### src/rtl/uart_responder_pkg.sv
// Shared memory-op encodings, UART frame constants and op-class decode helpers
// used by the UART responder and its receive deserialiser.
package uart_responder_pkg;

    localparam logic [3:0] MEM_NOP = 4'd0;
    localparam logic [3:0] MEM_LB  = 4'd1;
    localparam logic [3:0] MEM_LBU = 4'd2;
    localparam logic [3:0] MEM_LH  = 4'd3;
    localparam logic [3:0] MEM_LHU = 4'd4;
    localparam logic [3:0] MEM_LW  = 4'd5;
    localparam logic [3:0] MEM_SB  = 4'd6;
    localparam logic [3:0] MEM_SH  = 4'd7;
    localparam logic [3:0] MEM_SW  = 4'd8;

    localparam int UART_FRAME_BITS = 10;
    localparam int DATA_BITS       = 8;

    typedef enum logic [1:0] {
        UART_IDLE  = 2'd0,
        UART_START = 2'd1,
        UART_DATA  = 2'd2,
        UART_STOP  = 2'd3
    } uart_state_t;

    function automatic logic is_store_op(input logic [3:0] op);
        return (op == MEM_SB) || (op == MEM_SH) || (op == MEM_SW);
    endfunction

    function automatic logic is_load_op(input logic [3:0] op);
        return (op == MEM_LB) || (op == MEM_LBU) || (op == MEM_LH) ||
               (op == MEM_LHU) || (op == MEM_LW);
    endfunction

endpackage

### src/rtl/uart_responder_if.sv
// CPU-side bus of the UART window: routed op and store data in, load data and
// the two status bits out.
interface uart_responder_if;
    logic [3:0]  uartOp_i;
    logic [31:0] uart_storeData_i;
    logic [31:0] uart_load_data_o;
    logic        dataReady;
    logic        writeReady;

    modport master (
        output uartOp_i, uart_storeData_i,
        input  uart_load_data_o, dataReady, writeReady
    );

    modport slave (
        input  uartOp_i, uart_storeData_i,
        output uart_load_data_o, dataReady, writeReady
    );
endinterface

### src/rtl/uart_responder_rx_deser.sv
// 8N1 receiver: 2-flop rxd synchroniser plus mid-bit sampling FSM; emits a
// one-cycle byte_valid with the byte when a frame ends in a valid stop bit.
module uart_rx_deser
    import uart_responder_pkg::*;
#(
    parameter int CLKS_PER_BIT = 96
) (
    input  logic       clk,
    input  logic       rst,
    input  logic       rxd,
    output logic       byte_valid,
    output logic [7:0] rx_byte
);
    localparam int CNT_W = $clog2(CLKS_PER_BIT);
    localparam logic [CNT_W-1:0] BIT_LAST  = CNT_W'(CLKS_PER_BIT - 1);
    localparam logic [CNT_W-1:0] HALF_LAST = CNT_W'(CLKS_PER_BIT / 2 - 1);

    uart_state_t      state_reg, state_next;
    logic [1:0]       sync_reg;
    logic [CNT_W-1:0] cnt_reg;
    logic [2:0]       bit_reg;
    logic [7:0]       shift_reg;
    logic             byte_valid_reg;
    logic [7:0]       byte_reg;
    logic             rx_s, bit_end, half_end, data_strobe, stop_strobe;

    assign rx_s     = sync_reg[1];
    assign bit_end  = (cnt_reg == BIT_LAST);
    assign half_end = (cnt_reg == HALF_LAST);

    always_ff @(posedge clk) begin
        if (rst) begin
            sync_reg       <= 2'b11;
            state_reg      <= UART_IDLE;
            cnt_reg        <= '0;
            bit_reg        <= 3'd0;
            shift_reg      <= 8'd0;
            byte_valid_reg <= 1'b0;
            byte_reg       <= 8'd0;
        end else begin
            sync_reg  <= {sync_reg[0], rxd};
            state_reg <= state_next;
            // Counter restarts on every state change so START measures a half bit
            // and DATA/STOP then land in the middle of each following bit.
            cnt_reg <= (state_reg == UART_IDLE || state_next != state_reg || bit_end)
                       ? '0 : cnt_reg + 1'b1;
            if (data_strobe) begin
                shift_reg <= {rx_s, shift_reg[7:1]};
                bit_reg   <= bit_reg + 3'd1;
            end
            byte_valid_reg <= stop_strobe && rx_s;
            if (stop_strobe && rx_s) byte_reg <= shift_reg;
        end
    end

    always_comb begin
        state_next = state_reg;
        case (state_reg)
            UART_IDLE:  if (!rx_s) state_next = UART_START;
            UART_START: if (half_end) state_next = rx_s ? UART_IDLE : UART_DATA;
            UART_DATA:  if (bit_end && bit_reg == 3'd7) state_next = UART_STOP;
            UART_STOP:  if (bit_end) state_next = UART_IDLE;
            default:    state_next = UART_IDLE;
        endcase
    end

    always_comb begin
        data_strobe = (state_reg == UART_DATA) && bit_end;
        stop_strobe = (state_reg == UART_STOP) && bit_end;
    end

    assign byte_valid = byte_valid_reg;
    assign rx_byte    = byte_reg;
endmodule

### src/rtl/uart_responder.sv
// Memory-mapped UART responder: 8N1 transmitter, receive path and status bits.
// Optional build macro UART_RX_FIFO_EN swaps the RX holding register for a 4-deep FIFO.
module uart_responder
    import uart_responder_pkg::*;
#(
    parameter int CLKS_PER_BIT = 96
) (
    input  logic             clk,
    input  logic             rst,
    uart_responder_if.slave  bus,
    input  logic             rxd,
    output logic             txd
);
    localparam int CNT_W = $clog2(CLKS_PER_BIT);
    localparam logic [CNT_W-1:0] BIT_LAST = CNT_W'(CLKS_PER_BIT - 1);

    uart_state_t      tx_state_reg, tx_state_next;
    logic [CNT_W-1:0] tx_cnt_reg;
    logic [2:0]       tx_bit_reg;
    logic [7:0]       tx_shift_reg;
    logic             tx_bit_end, store_accept, load_op;
    logic             rx_valid;
    logic [7:0]       rx_byte;
    logic [23:0]      unused_store_bits;

    assign unused_store_bits = bus.uart_storeData_i[31:8];
    assign tx_bit_end   = (tx_cnt_reg == BIT_LAST);
    assign store_accept = is_store_op(bus.uartOp_i) && (tx_state_reg == UART_IDLE);
    assign load_op      = is_load_op(bus.uartOp_i);

    always_ff @(posedge clk) begin
        if (rst) begin
            tx_state_reg <= UART_IDLE;
            tx_cnt_reg   <= '0;
            tx_bit_reg   <= 3'd0;
            tx_shift_reg <= 8'd0;
        end else begin
            tx_state_reg <= tx_state_next;
            tx_cnt_reg   <= (tx_state_reg == UART_IDLE || tx_bit_end) ? '0 : tx_cnt_reg + 1'b1;
            if (tx_state_reg == UART_DATA && tx_bit_end) tx_bit_reg <= tx_bit_reg + 3'd1;
            if (store_accept) tx_shift_reg <= bus.uart_storeData_i[7:0];
        end
    end

    always_comb begin
        tx_state_next = tx_state_reg;
        case (tx_state_reg)
            UART_IDLE:  if (store_accept) tx_state_next = UART_START;
            UART_START: if (tx_bit_end) tx_state_next = UART_DATA;
            UART_DATA:  if (tx_bit_end && tx_bit_reg == 3'd7) tx_state_next = UART_STOP;
            UART_STOP:  if (tx_bit_end) tx_state_next = UART_IDLE;
            default:    tx_state_next = UART_IDLE;
        endcase
    end

    always_comb begin
        txd            = 1'b1;
        bus.writeReady = 1'b0;
        case (tx_state_reg)
            UART_IDLE:  bus.writeReady = 1'b1;
            UART_START: txd = 1'b0;
            UART_DATA:  txd = tx_shift_reg[tx_bit_reg];
            default:    txd = 1'b1;
        endcase
    end

    uart_rx_deser #(.CLKS_PER_BIT(CLKS_PER_BIT)) u_rx_deser (
        .clk        (clk),
        .rst        (rst),
        .rxd        (rxd),
        .byte_valid (rx_valid),
        .rx_byte    (rx_byte)
    );

`ifndef UART_RX_FIFO_EN
    logic [7:0] rx_hold_reg;
    logic       rx_ready_reg;

    // A commit in the same cycle as a load wins: the new byte stays pending.
    always_ff @(posedge clk) begin
        if (rst) begin
            rx_hold_reg  <= 8'd0;
            rx_ready_reg <= 1'b0;
        end else if (rx_valid) begin
            rx_hold_reg  <= rx_byte;
            rx_ready_reg <= 1'b1;
        end else if (load_op) begin
            rx_ready_reg <= 1'b0;
        end
    end

    assign bus.dataReady        = rx_ready_reg;
    assign bus.uart_load_data_o = {24'b0, rx_hold_reg};
`else
    logic [1:0] wptr_reg, rptr_reg;
    logic [2:0] count_reg;
    logic       push, pop;
    logic [7:0] fifo_view [4];

    assign pop  = load_op && (count_reg != 3'd0);
    assign push = rx_valid && ((count_reg != 3'd4) || pop);

    for (genvar gi = 0; gi < 4; gi++) begin : g_entry
        logic [7:0] entry_reg;
        always_ff @(posedge clk) begin
            if (rst) entry_reg <= 8'd0;
            else if (push && wptr_reg == 2'(gi)) entry_reg <= rx_byte;
        end
        assign fifo_view[gi] = entry_reg;
    end

    always_ff @(posedge clk) begin
        if (rst) begin
            wptr_reg  <= 2'd0;
            rptr_reg  <= 2'd0;
            count_reg <= 3'd0;
        end else begin
            if (push) wptr_reg <= wptr_reg + 2'd1;
            if (pop)  rptr_reg <= rptr_reg + 2'd1;
            count_reg <= count_reg + 3'(push) - 3'(pop);
        end
    end

    assign bus.dataReady        = (count_reg != 3'd0);
    assign bus.uart_load_data_o = {24'b0, fifo_view[rptr_reg]};
`endif
endmodule

### src/flat_wrapper.sv
// flat-port wrapper written by rule: the top's interface ports become plain ports
module uart_responder_flat import uart_responder_pkg::*;
#(
    parameter int CLKS_PER_BIT = 96
)
  (clk, rst, rxd, txd, bus_uartOp_i, bus_uart_storeData_i, bus_uart_load_data_o, bus_dataReady, bus_writeReady);
  uart_responder_if bus_i ();
  input  logic clk;
  input  logic rst;
  input  logic rxd;
  output logic txd;
  input wire logic [$bits(bus_i.uartOp_i)-1:0] bus_uartOp_i;
  input wire logic [$bits(bus_i.uart_storeData_i)-1:0] bus_uart_storeData_i;
  output wire logic [$bits(bus_i.uart_load_data_o)-1:0] bus_uart_load_data_o;
  output wire logic [$bits(bus_i.dataReady)-1:0] bus_dataReady;
  output wire logic [$bits(bus_i.writeReady)-1:0] bus_writeReady;
  assign bus_i.uartOp_i = bus_uartOp_i;
  assign bus_i.uart_storeData_i = bus_uart_storeData_i;
  assign bus_uart_load_data_o = bus_i.uart_load_data_o;
  assign bus_dataReady = bus_i.dataReady;
  assign bus_writeReady = bus_i.writeReady;
  uart_responder #(.CLKS_PER_BIT(CLKS_PER_BIT)) u_core (.clk(clk), .rst(rst), .bus(bus_i), .rxd(rxd), .txd(txd));
endmodule
### config.mk
export PLATFORM = sky130hd
export DESIGN_NAME = uart_responder_flat
export DESIGN_NICKNAME = d
export VERILOG_FILES = /design/src/rtl/uart_responder_pkg.sv /design/src/rtl/uart_responder_if.sv /design/src/rtl/uart_responder_rx_deser.sv /design/src/rtl/uart_responder.sv /design/src/flat_wrapper.sv
export SDC_FILE = /design/constraint.sdc
export NUM_CORES = 1
export LEC_CHECK = 0
export ABC_CLOCK_PERIOD_IN_PS = 3700
export CAP_MARGIN = 40
export CORE_MARGIN = 1.5
export CORE_UTILIZATION = 51
export DETAILED_ROUTE_END_ITERATION = 8
export GPL_ROUTABILITY_DRIVEN = 1
export PLACE_DENSITY = 0.84
export SLEW_MARGIN = 20
export SYNTH_ARGS = -nofsm -noshare
export SYNTH_HDL_FRONTEND = slang
export SYNTH_SLANG_ARGS = --single-unit
### constraint.sdc
create_clock -name clk -period 3.7 [get_ports clk]
set_clock_uncertainty 0.1 [all_clocks]
set_input_delay 0.37 -clock clk [delete_from_list [all_inputs] [get_ports clk]]
set_output_delay 0.37 -clock clk [all_outputs]
set_load 0.02 [all_outputs]
=== Word level (Yosys, flattened, before mapping) ===
Index checks and enable logic that the tools add are counted.

* Register bits: 60
* Output and inout bits: 35
* Word-level logic and storage cells: 81

* Add/subtract/negate cells: 4
* $lt $le $gt $ge: 1
* Equality and inequality tests: 24
* Mux-type cells: 17
* Reduce and logical (&&, ||, !) cells: 22

{| class="wikitable"
|+ Operator list
! cell !! number
|-
| 2-bit 2-to-1 mux || 9
|-
| 4-bit by 3-bit == test with 1-bit output, second input constant || 4
|-
| 2-bit one-hot mux with 4 select lines || 2
|-
| 7-bit by 1-bit adder with 7-bit output, second input constant || 2
|-
| 7-bit == test, second input constant || 2
|-
| 1-bit logical OR || 9
|-
| 2-bit == test, second input constant || 4
|-
| 4-bit by 2-bit == test with 1-bit output, second input constant || 2
|-
| 7-bit by 6-bit == test with 1-bit output, second input constant || 1
|-
| 1-bit logical AND || 7
|-
| 3-bit by 1-bit adder with 3-bit output, second input constant || 2
|-
| 3-bit == test, second input constant || 2
|-
| 2-bit by 1-bit != test with 1-bit output, second input constant || 3
|-
| 2-bit by 1-bit == test with 1-bit output, second input constant || 2
|-
| 4-bit by 1-bit == test with 1-bit output, second input constant || 1
|-
| 4-bit == test, second input constant || 1
|-
| 2-bit zero test || 2
|-
| 3-bit by 4-bit < comparator with 1-bit output, second input constant || 1
|-
| 1-bit 2-to-1 mux || 4
|-
| 4-bit AND reduction || 1
|-
| 2-bit OR reduction || 2
|-
| 1-bit binary-select mux with 3-bit select || 1
|-
| 2-bit != test || 1
|-
| 2-bit != test, second input constant || 1
|-
| other kinds (2) || 2
|}

=== Depth between registers and ports, before layout ===
* Word-level depth: 8
* Gate-level depth with buffers: 6
* Gate-level depth less buffers: 6

=== Cells and area by module ===
Synthesis repeated with hierarchy kept, for this count alone.

* Cells, all modules: 269
* Area, all modules: 2721.4 um^2

{| class="wikitable"
|+ Modules (own cells, without submodules)
! module !! times used !! cells an instance !! area an instance (um^2) !! sequential area each (um^2)
|-
| uart_responder || 1 || 150 || 1498.9 || 580.6
|-
| uart_rx_deser || 1 || 119 || 1222.4 || 620.6
|}

=== Least setup slack after synthesis ===
Ideal clock, no wire load.

* Path type: register -> output
* Start point: register u_core.tx_bit_reg[0]
* End point: output txd
* Arrival: 1193 ps
* Data required time: 3230 ps
* Path slack: 2037 ps
* Stages on the path, launching flop included: 4
* Cells stage by stage: dfxtp_1 > mux4_2 > mux2i_1 > mux2i_1

* Word-level cells in the longest chain between the ends: 3

{| class="wikitable"
|+ RTL lines
! what !! RTL line !! text
|-
| start: declaration || uart_responder.sv:19 || <nowiki>logic [2:0] tx_bit_reg;</nowiki>
|-
| start signal: assignment || uart_responder.sv:40 || <nowiki>if (tx_state_reg == UART_DATA && tx_bit_end) tx_bit_reg <= tx_bit_reg + 3'd1;</nowiki>
|-
| 1-bit binary-select mux with 3-bit select || uart_responder.sv:62 || <nowiki>UART_DATA: txd = tx_shift_reg[tx_bit_reg];</nowiki>
|-
| 1-bit 2-to-1 mux (not written as such) || uart_responder.sv:62 ||
|-
| 1-bit one-hot mux with 2 select lines || uart_responder.sv:59 || <nowiki>case (tx_state_reg)</nowiki>
|-
| end: declaration || flat_wrapper.sv:11 || <nowiki>output logic txd;</nowiki>
|}

No other way between the ends. The select of a mux whose other input is x is not followed.

=== Worst setup path in the final report ===
Ends and elaborated chain as after synthesis.

==> impl_metrics.json <==
{
  "synthDistinctLibCells": 41,
  "io_pins": 74,
  "layout-drive-gt1-share": 0.08609,
  "clk_latency_ps": 330,
  "final_common_cell": "dfxtp_1",
  "synth_edf_count": 0,
  "remaining_drc_errors": 0,
  "final_hold_viol_count": 0,
  "crit_path_max_fanout": 4,
  "nFillCells": 432,
  "antenna_found_initial": 0,
  "cts_tree": "done",
  "start_kind": "flip-flop",
  "postCtsHoldBufs": 0,
  "core_um2": 5107,
  "ant_nets": 0,
  "layout_common_cells": "dfxtp_1, nor2_1, mux2i_1, clkdlybuf4s50_1, conb_1",
  "cts-htree-levels": 3,
  "ys_ff_latch": 60,
  "cp-end-kind": "output port",
  "crit_arrival_ps": 2130,
  "wl_per_cell_um": 12.20,
  "cts_buffer_depth": 2,
  "cts-root-buf": "clkbuf_8",
  "synth_seq_area_share": 0.4449,
  "fin_hold_ws_ps": 329.3,
  "power.density_nw_per_um2": 453.6,
  "status": "complete, no violations",
  "required_ps": 3230,
  "setup_tns_ps": 0,
  "slew_headroom": 0.6327,
  "place_hpwl_mm": 3.160,
  "drv_slew": 0,
  "seq_area_um2": 1201,
  "post-cts-setup-buffers": 0,
  "cts.reportedPaths.clkPinSlew_ps": 60,
  "fin_crit_sh": 0.7039,
  "gr-total-overflow": 0,
  "irDropWorstVdd_v": 0.0002501,
  "grt.total_usage": 0.1808,
  "vias_per_cell": 4.917,
  "clkSinkCount": 60,
  "grt_pass1_wl_mm": 7.665,
  "synthCells": 269,
  "path_class": "reg -> out",
  "tightest_slew_ps": 549.2,
  "synth_area_um2": 2700,
  "r2r_cells": 6,
  "start_util": 0.5287,
  "ys_warn_count": 0,
  "rsz0062_at_grt": "no",
  "dr.pass1.iters": 4,
  "worstHoldPathCells": 1,
  "cts.repair.resized": 0,
  "setup_viol": 0,
  "leakage_nw": 1.246,
  "grt_pass1_vias": 1731,
  "portBuffers": 25,
  "cts-buffers-inserted": 9,
  "row_count": 26,
  "multi_input_area_um2": 1318,
  "chipWidth_um": 75.76,
  "postRouteWirelength_mm": 4.539,
  "hp-class": "reg -> reg",
  "die_y_um": 75.76,
  "area_delta_synth_final_pct": 14.41,
  "antenna_cells": 0,
  "drt-initial-drc-count": 58,
  "gp_congestion": 0.7881,
  "grt_max_degree": 27,
  "die-area_um2": 5740,
  "async_flop_share": 0,
  "final.min_clock_period_ps": 2604,
  "max_cap_violations": 0,
  "synth-main-ff-cell": "dfxtp_1",
  "nNetsFinal": 347,
  "dr_total_vias": 1829,
  "avgSynthCellArea_um2": 10.04,
  "fmaxAchievable_ghz": 0.3840
}
## stage by stage
stage	util	std cells	setup slack, ps	instance area [µm²]	power [W]
2_1_floorplan	-	292	2037	2786	0.0008674
3_3_place_gp	0.5666	355	1470	2894	0.0008973
3_5_place_dp	0.5696	356	1442	2909	0.0009056
4_1_cts	0.6026	371	1072	3078	0.001411
5_1_grt	0.6049	372	989.1	3089	0.001469
6_report	0.6049	372	1096	3089	0.001401
## report_power, final
part / leakage (nW) / switching (W) / internal (W)
sequential: 0.485 / 0.0000181 / 0.000668
combinational: 0.672 / 0.000117 / 0.0000883
clock: 0.0893 / 0.000235 / 0.000274
## final timing paths
path | startpoint | end | slack [ps]
worst max-delay path | u_core.tx_bit_reg[0] | txd | 1100
worst min-delay path | u_core.u_rx_deser.sync_reg[0] | u_core.u_rx_deser.sync_reg[1] | 330
worst max register to register | u_core.u_rx_deser.cnt_reg[0] | u_core.u_rx_deser.bit_reg[2] | 1790
worst min register to register | u_core.u_rx_deser.sync_reg[0] | u_core.u_rx_deser.sync_reg[1] | 330
## critical path, cell delays in order, from the launching register on
cell	delay [ps]
dfxtp_1	430
mux4_2	530
mux2i_1	190
mux2i_1	100
clkdlybuf4s50_1	550
## per-layer routing
layer / wire (µm) / track usage / share of wire
met5: 0 / 0 / 0
met1: 2130 / 0.2208 / 0.47
met3: 201 / 0.07275 / 0.044
met4: 85 / 0.07937 / 0.019
met2: 2122 / 0.2812 / 0.47
## synthesized netlist by cell type, types with 2 or more instances
| cell | n | area share |
|---|---|---|
| dfxtp_1 | 60 | 0.44 |
| nor2_1 | 55 | 0.076 |
| mux2i_1 | 40 | 0.15 |
| buf_4 | 26 | 0.072 |
| ha_1 | 10 | 0.046 |
| inv_1 | 8 | 0.011 |
| a21oi_1 | 6 | 0.011 |
| xnor2_1 | 6 | 0.019 |
| nand3_1 | 5 | 0.0093 |
| nor3_1 | 5 | 0.0093 |
| clkbuf_1 | 4 | 0.0056 |
| nand2_1 | 4 | 0.0056 |
| xor2_1 | 4 | 0.013 |
| o31ai_1 | 3 | 0.0083 |
| a211o_1 | 2 | 0.0065 |
| a31oi_1 | 2 | 0.0046 |
| buf_6 | 2 | 0.0083 |
| mux4_2 | 2 | 0.017 |
| nor2b_1 | 2 | 0.0046 |
| or2_2 | 2 | 0.0046 |
## area by class of cell
type / instances / share of cell area
clock buffers: 13 / 0.05144
clock inverters: 2 / 0.003240
inverters: 8 / 0.009721
multi-input cells: 191 / 0.4265
flip-flops and latches: 60 / 0.3888
well taps: 70 / 0.02835
repair buffers: 28 / 0.09194
## kinds of logic after synthesis
logic type | synth area share
flip-flops | 0.4449
multiplexers | 0.1650
XOR/XNOR | 0.03244
adder cells (fa/ha/maj) | 0.04634
buffers and inverters | 0.09916
AO/OA/AOI/OAI | 0.04819
other | 0.001389
AND/OR/NAND/NOR | 0.1627
No activity file was read; power rests on OpenSTA's default activity.
